File: src/rtl/prg_saver_pkg.sv
// Shared types and constants for the PET .PRG save path.
// The START/TOP defaults are the same ones the PRG loader uses.
package pet_save_pkg;

   typedef enum logic [3:0] {
      IDLE,
      PTR_LO,
      PTR_HI,
      CALC,
      HDR_LO,
      HDR_HI,
      RD,
      SEND,
      DONE
   } save_state_e;

   // BASIC keeps the end-of-program pointer (VARTAB) in zero page here
   localparam logic [15:0] VARTAB_LO      = 16'h002A;
   localparam logic [15:0] VARTAB_HI      = 16'h002B;
   localparam logic [15:0] START_ADDR_DEF = 16'h0401;
   localparam logic [15:0] RAM_TOP_DEF    = 16'h8000;

   function automatic logic [15:0] clamp_end(input logic [15:0] end_ptr,
                                             input logic [15:0] top);
      return (end_ptr > top) ? top : end_ptr;
   endfunction

endpackage

File: src/rtl/prg_saver_if.sv
// DMA read port and HPS upload stream used by the PRG saver.
interface prg_saver_if;

   logic [15:0] dma_addr;
   logic        dma_rd;
   logic [7:0]  dma_din;

   // Upload handshake: a byte moves in every cycle with upl_valid && upl_ready.
   // While upl_valid && !upl_ready, upl_valid/upl_dout/upl_addr hold steady;
   // upl_ready may change freely and does not depend on upl_valid.
   logic [24:0] upl_addr;
   logic [7:0]  upl_dout;
   logic        upl_valid;
   logic        upl_ready;

   modport master (
      output dma_addr, dma_rd, upl_addr, upl_dout, upl_valid,
      input  dma_din, upl_ready
   );

   modport slave (
      input  dma_addr, dma_rd, upl_addr, upl_dout, upl_valid,
      output dma_din, upl_ready
   );

endinterface

File: src/rtl/prg_saver_dma_rd_pipe.sv
// One-shot RAM read: registers a single-cycle strobe, counts the read latency
// and flags the cycle in which dma_din carries the requested byte.
module dma_rd_pipe #(
   parameter int RD_LAT = 1
) (
   input  logic        clk,
   input  logic        reset_n,
   input  logic        req,
   input  logic [15:0] req_addr,
   input  logic        flush,
   output logic        dma_rd,
   output logic [15:0] dma_addr,
   input  logic [7:0]  dma_din,
   output logic        rd_done,
   output logic [7:0]  rd_data
);

   localparam logic [1:0] LAT = 2'(RD_LAT);

   logic [1:0] cnt;

   always_ff @(posedge clk or negedge reset_n) begin
      if (!reset_n) begin
         dma_rd   <= 1'b0;
         dma_addr <= 16'h0000;
         cnt      <= 2'd0;
      end else begin
         dma_rd <= req && !flush;
         // address stays put until the next request, covering the whole latency
         if (req && !flush) dma_addr <= req_addr;
         if (flush)               cnt <= 2'd0;
         else if (dma_rd)         cnt <= LAT;
         else if (cnt != 2'd0)    cnt <= cnt - 2'd1;
      end
   end

   assign rd_done = (cnt == 2'd1);
   assign rd_data = dma_din;

endmodule

File: src/rtl/prg_saver.sv
// Streams the BASIC program in PET RAM to the HPS as a .PRG image:
// two-byte load address header followed by START_ADDR .. VARTAB-1.
module prg_saver
   import pet_save_pkg::*;
#(
   parameter logic [15:0] START_ADDR = START_ADDR_DEF,
   parameter logic [15:0] RAM_TOP    = RAM_TOP_DEF,
   parameter int          RD_LAT     = 1
) (
   input  logic          clk,
   input  logic          reset_n,
   input  logic          start,
   input  logic          abort,
   output logic          busy,
   output logic          done,
   output logic          empty,
   output logic [15:0]   upl_size,
   output save_state_e   state_dbg,
   prg_saver_if.master   bus
);

   save_state_e state, nxt;

   logic        req, flush, rd_done;
   logic [15:0] req_addr;
   logic [7:0]  rd_data;
   logic [7:0]  end_lo;
   logic [15:0] end_ptr, endc, ptr;
   logic        len_zero;
   logic [24:0] upl_addr_q;
   logic [7:0]  upl_dout_q;
   logic        upl_valid_c, hs, last_byte;
   logic [15:0] endc_c, len_c;

   dma_rd_pipe #(.RD_LAT(RD_LAT)) u_rd_pipe (
      .clk      (clk),
      .reset_n  (reset_n),
      .req      (req),
      .req_addr (req_addr),
      .flush    (flush),
      .dma_rd   (bus.dma_rd),
      .dma_addr (bus.dma_addr),
      .dma_din  (bus.dma_din),
      .rd_done  (rd_done),
      .rd_data  (rd_data)
   );

   // endc <= RAM_TOP keeps len + 2 within 16 bits and ptr from wrapping
   assign endc_c    = clamp_end(end_ptr, RAM_TOP);
   assign len_c     = (endc_c > START_ADDR) ? (endc_c - START_ADDR) : 16'h0000;
   assign hs        = upl_valid_c && bus.upl_ready;
   assign last_byte = ((ptr + 16'd1) == endc);

   always_ff @(posedge clk or negedge reset_n) begin
      if (!reset_n) state <= IDLE;
      else          state <= nxt;
   end

   always_comb begin
      nxt = state;
      case (state)
         IDLE:    if (start && !abort) nxt = PTR_LO;
         PTR_LO:  if (rd_done) nxt = PTR_HI;
         PTR_HI:  if (rd_done) nxt = CALC;
         CALC:    nxt = HDR_LO;
         HDR_LO:  if (hs) nxt = HDR_HI;
         HDR_HI:  if (hs) nxt = len_zero ? DONE : RD;
         RD:      if (rd_done) nxt = SEND;
         SEND:    if (hs) nxt = last_byte ? DONE : RD;
         DONE:    nxt = IDLE;
         default: nxt = IDLE;
      endcase
      if (abort && (state != IDLE) && (state != DONE)) nxt = DONE;
   end

   always_comb begin
      busy        = (state != IDLE) && (state != DONE);
      done        = (state == DONE);
      upl_valid_c = (state == HDR_LO) || (state == HDR_HI) || (state == SEND);
      flush       = abort && (state != IDLE);
      // a read is launched on entry to a read state, so the strobe is one cycle
      req         = (nxt != state) &&
                    ((nxt == PTR_LO) || (nxt == PTR_HI) || (nxt == RD));
      case (nxt)
         PTR_LO:  req_addr = VARTAB_LO;
         PTR_HI:  req_addr = VARTAB_HI;
         default: req_addr = (state == SEND) ? (ptr + 16'd1) : ptr;
      endcase
   end

   always_ff @(posedge clk or negedge reset_n) begin
      if (!reset_n) begin
         end_lo     <= 8'h00;
         end_ptr    <= 16'h0000;
         endc       <= 16'h0000;
         len_zero   <= 1'b0;
         ptr        <= 16'h0000;
         upl_addr_q <= 25'd0;
         upl_dout_q <= 8'h00;
         upl_size   <= 16'h0000;
         empty      <= 1'b0;
      end else begin
         case (state)
            IDLE: if (start && !abort) begin
               empty      <= 1'b0;
               upl_addr_q <= 25'd0;
               upl_size   <= 16'h0000;
            end
            PTR_LO: if (rd_done) end_lo <= rd_data;
            PTR_HI: if (rd_done) end_ptr <= {rd_data, end_lo};
            CALC: begin
               endc       <= endc_c;
               len_zero   <= (len_c == 16'h0000);
               empty      <= (len_c == 16'h0000);
               upl_size   <= len_c + 16'd2;
               ptr        <= START_ADDR;
               upl_dout_q <= START_ADDR[7:0];
            end
            HDR_LO: if (hs) begin
               upl_addr_q <= upl_addr_q + 25'd1;
               upl_dout_q <= START_ADDR[15:8];
            end
            HDR_HI: if (hs) upl_addr_q <= upl_addr_q + 25'd1;
            RD:     if (rd_done) upl_dout_q <= rd_data;
            SEND: if (hs) begin
               upl_addr_q <= upl_addr_q + 25'd1;
               ptr        <= ptr + 16'd1;
            end
            default: ;
         endcase
      end
   end

   assign bus.upl_valid = upl_valid_c;
   assign bus.upl_addr  = upl_addr_q;
   assign bus.upl_dout  = upl_dout_q;
   assign state_dbg     = state;

endmodule
File: src/flat_wrapper.sv
// flat-port wrapper written by rule: the top's interface ports become plain ports
module prg_saver_flat import pet_save_pkg::*;
#(
   parameter logic [15:0] START_ADDR = START_ADDR_DEF,
   parameter logic [15:0] RAM_TOP    = RAM_TOP_DEF,
   parameter int          RD_LAT     = 1
)
  (clk, reset_n, start, abort, busy, done, empty, upl_size, state_dbg, bus_dma_addr, bus_dma_rd, bus_upl_addr, bus_upl_dout, bus_upl_valid, bus_dma_din, bus_upl_ready);
  prg_saver_if bus_i ();
  input  logic clk;
  input  logic reset_n;
  input  logic start;
  input  logic abort;
  output logic busy;
  output logic done;
  output logic empty;
  output logic [15:0] upl_size;
  output save_state_e state_dbg;
  output wire logic [$bits(bus_i.dma_addr)-1:0] bus_dma_addr;
  output wire logic [$bits(bus_i.dma_rd)-1:0] bus_dma_rd;
  output wire logic [$bits(bus_i.upl_addr)-1:0] bus_upl_addr;
  output wire logic [$bits(bus_i.upl_dout)-1:0] bus_upl_dout;
  output wire logic [$bits(bus_i.upl_valid)-1:0] bus_upl_valid;
  input wire logic [$bits(bus_i.dma_din)-1:0] bus_dma_din;
  input wire logic [$bits(bus_i.upl_ready)-1:0] bus_upl_ready;
  assign bus_dma_addr = bus_i.dma_addr;
  assign bus_dma_rd = bus_i.dma_rd;
  assign bus_upl_addr = bus_i.upl_addr;
  assign bus_upl_dout = bus_i.upl_dout;
  assign bus_upl_valid = bus_i.upl_valid;
  assign bus_i.dma_din = bus_dma_din;
  assign bus_i.upl_ready = bus_upl_ready;
  prg_saver #(.START_ADDR(START_ADDR), .RAM_TOP(RAM_TOP), .RD_LAT(RD_LAT)) u_core (.clk(clk), .reset_n(reset_n), .start(start), .abort(abort), .busy(busy), .done(done), .empty(empty), .upl_size(upl_size), .state_dbg(state_dbg), .bus(bus_i));
endmodule
File: config.mk
export PLATFORM = sky130hd
export DESIGN_NAME = prg_saver_flat
export DESIGN_NICKNAME = d
export VERILOG_FILES = /design/src/rtl/prg_saver_pkg.sv /design/src/rtl/prg_saver_if.sv /design/src/rtl/prg_saver_dma_rd_pipe.sv /design/src/rtl/prg_saver.sv /design/src/flat_wrapper.sv
export SDC_FILE = /design/constraint.sdc
export NUM_CORES = 1
export LEC_CHECK = 0
export ABC_AREA = 1
export CAP_MARGIN = 20
export CORE_ASPECT_RATIO = 1.75
export CORE_MARGIN = 3
export CORE_UTILIZATION = 57
export DETAILED_ROUTE_END_ITERATION = 8
export PLACE_DENSITY = 0.81
export SLEW_MARGIN = 20
export SYNTH_ARGS = -nofsm -noshare
export SYNTH_HDL_FRONTEND = slang
export SYNTH_HIERARCHICAL = 1
export SYNTH_SLANG_ARGS = --single-unit
File: constraint.sdc
create_clock -name clk -period 4.47 [get_ports clk]
set_input_delay 0.447 -clock clk [delete_from_list [all_inputs] [get_ports clk]]
set_output_delay 0.447 -clock clk [all_outputs]
set_load 0.05 [all_outputs]
==> metrics.txt <==
vias in the first global route=6693; Area Growth Syn to Fin=20.0%; setup violators final=0; Core Region=12700 um^2; crit path DAT=3.99 ns; Root Buffer=clkbuf_16; CP max-delay cell=dfrtp_1; drc violations=0; Die ar.=14700 um^2; PnR Total Power=7.02 mW; routability cong.=0.944; Sink Count=130; cell taking the most area after synthesis=dfrtp_1; largest net degree at the start of global routing=65; clk_skew=0.0150 ns; All-Layer GR Usage=0.270; Max VDD drop=0.519 mV; top cells by area, synth=dfrtp_1 43%, nand2_1 16%, inv_1 5.8%; syn_area_per_cell=7.30 um^2; Initial Util=0.592; Seq cells post-synth=130; Min-Delay Path Class=input port to async pin; initial antenna violation count=0; CTS tree=done; Post-CTS Hold Buffers=0; Crit path top cell by count=nand2_1; CP Capture Point=u_core/upl_size[13]; final slew viol count=0; share of layout cells above drive strength 1=0.0880; Post-synth top cells=317 x nand2_1, 130 x dfrtp_1, 116 x inv_1; Mapped Nets=1051; post-place instance area=8450 um^2; pwr/cell area=778 nW/um^2; fillcell total=1085; number of synthesized flops with an enable pin=0; antenna violation net count after detailed routing=0; Vias=6984; Clock Path Buffers=2; Critical Path Start=u_core/end_ptr[2]; Cells after Synth=1030; Fmax achieved=272 MHz; Most used DFF post-synth=dfrtp_1; Ports=87; Leakage=4.32 nW; critical path cell sequence=nor2_1, nand2_1, nor2_1, nand2_1, nand2_2, nand2_1, ha_1, nand2_1, inv_1, nand2_1, nand2_2, nand2_4, nand2_4, or2_2, inv_1, ha_1, inv_1, nor2_1, nand2_1, nor2_1, nand3_1, nand3_1, nand2_1; Post CTS Setup Buffer Count=0; CP Max Fanout=24; cts repair resizes=0; min Tclk post-route=3.68 ns; first drt pass iteration count=7; critical path required time=4.78 ns; status=complete, no violations; R2R Path End=u_core/upl_size[13]; drt first-iter violations=393; clock latency at the later pin of the worst-skew pair=0.42 ns; R2R Setup Slk=0.79 ns; Seq/Total Area, Yosys=0.432; Layout Nets=1133; die width=92.8 um; n_diodes=0; first-pass GRT wire length=31300 um; crit start category=register; clock slew at reported path FFs=0.07 ns; Port Buffer Count=86; area share of the largest cell type after synthesis=0.432; row count=54; area of the mapped netlist=7520 um^2; post-DR vias/cell=5.40; Yosys warning count=6; Slew HR=0.374; Hold Slack=0.119 ns; drt wl/cell=14.7 um; Setup Crit Path Kind=register to register; Max Cap Viol=0; period utilization=0.823; worst reg2reg path depth=23; Final Hold Fails=0; total wire length=19000 um; Overflow after GRT=0; post-synthesis cell type count=55; post-layout util=0.711; DIE HEIGHT=158 um; worst r2r src=u_core/end_ptr[2]; crit-path max cell delay=0.41 ns; Design Area, Final=9030 um^2; H-Tree Depth=4; hpwl dp=14200 um; crit end category=register; TritonCTS Buffers=17; RSZ-0062 raised after global routing=no; most frequent cell after synthesis=nand2_1; Async SR Flop Fraction=1.00; setup_tns=0 ns; Slew @ Worst Pin=0.937 ns
==> cell usage in the layout (no fill, tap or decap), types with 3 or more instances in the layout <==
cell | synthesis | routed
a21oi_1 | 40 | 40
a22o_1 | 3 | 3
a31oi_1 | 3 | 3
buf_4 | 9 | 8
clkbuf_16 | 0 | 17
clkdlybuf4s50_1 | 0 | 85
clkinv_4 | 0 | 4
dfrtp_1 | 130 | 130
ha_1 | 8 | 8
inv_1 | 116 | 116
inv_2 | 5 | 5
inv_6 | 1 | 5
inv_8 | 0 | 4
nand2_1 | 317 | 317
nand2_2 | 10 | 10
nand2_4 | 4 | 4
nand3_1 | 73 | 73
nand3_2 | 4 | 4
nand3b_1 | 6 | 6
nand4_1 | 17 | 17
nor2_1 | 100 | 99
nor2_2 | 17 | 18
nor2_4 | 4 | 4
nor3_1 | 12 | 12
o21ai_0 | 83 | 83
o21ai_1 | 4 | 4
xnor2_1 | 3 | 3
xor2_1 | 7 | 7
==> cell type report <==
cell class | instances | area [um^2] | area share
well taps | 168 | 210 | 0.0233
flip-flops and latches | 130 | 3250 | 0.360
inverters | 123 | 467 | 0.0517
multi-input cells | 746 | 3610 | 0.400
clock buffers | 17 | 425 | 0.0471
clock inverters | 15 | 144 | 0.0159
repair buffers | 94 | 918 | 0.102
==> stage by stage <==
step,instances,setup slack (ns)
after CTS,1292,0.825
after global routing,1293,0.395
after detailed placement,1260,0.850
final,1293,0.790
after floorplan,1030,1.26
after global placement,1260,0.947
==> worst max-delay path, delay by kind of cell (launching register included) <==
kind	cells	cell delay [ns]
simple gates	18	2.45
flops	1	0.41
buf+inv	3	0.21
fa+ha+maj	2	0.48
==> layer usage <==
metal	wire length, um	global-route usage	part of all wire	vias up
li1	-	-	-	3496
met3	710	0.0480	0.037	55
met5	0	0	0	-
met2	10300	0.501	0.54	204
met1	7160	0.289	0.38	3229
met4	792	0.135	0.042	0
==> flip-flops by register name (all words and copies together), names as in the netlist <==
register	flops
u_core/ptr	16
u_core/empty	1
u_core/end_ptr	16
u_core/upl_size	16
u_core/state_dbg	4
u_core/bus.upl_addr	25
u_core/len_zero	1
u_core/endc	16
u_core/u_rd_pipe/cnt	2
u_core/end_lo	8
u_core/u_rd_pipe/dma_rd	1
u_core/u_rd_pipe/dma_addr	16
u_core/bus.upl_dout	8
==> how the worst min path moves through the flow <==
stage,cells after the start,end,start
floorplan,0,u_core/bus.upl_addr[0],reset_n
global placement,2,u_core/u_rd_pipe/dma_addr[12],u_core/u_rd_pipe/dma_addr[12]
detailed placement,2,u_core/u_rd_pipe/dma_addr[12],u_core/u_rd_pipe/dma_addr[12]
CTS,1,u_core/ptr[10],reset_n
global route,1,u_core/ptr[10],reset_n
finish,1,u_core/ptr[11],reset_n
==> cell families after synthesis <==
kind of cell,after synthesis,synth area share
adders and majority gates,8,0.0133
buffers and inverters,154,0.0878
xor gates and xnor gates,12,0.0168
AOI/OAI and AO/OA,148,0.108
and+or+nand+nor,576,0.338
muxes,2,0.00299
DFF,130,0.432
==> power by group <==
part,switching [mW],internal [mW]
registers,0.290,1.55
logic,2.67,1.18
clock network,0.595,0.737
(Power assumes the default switching activity.)
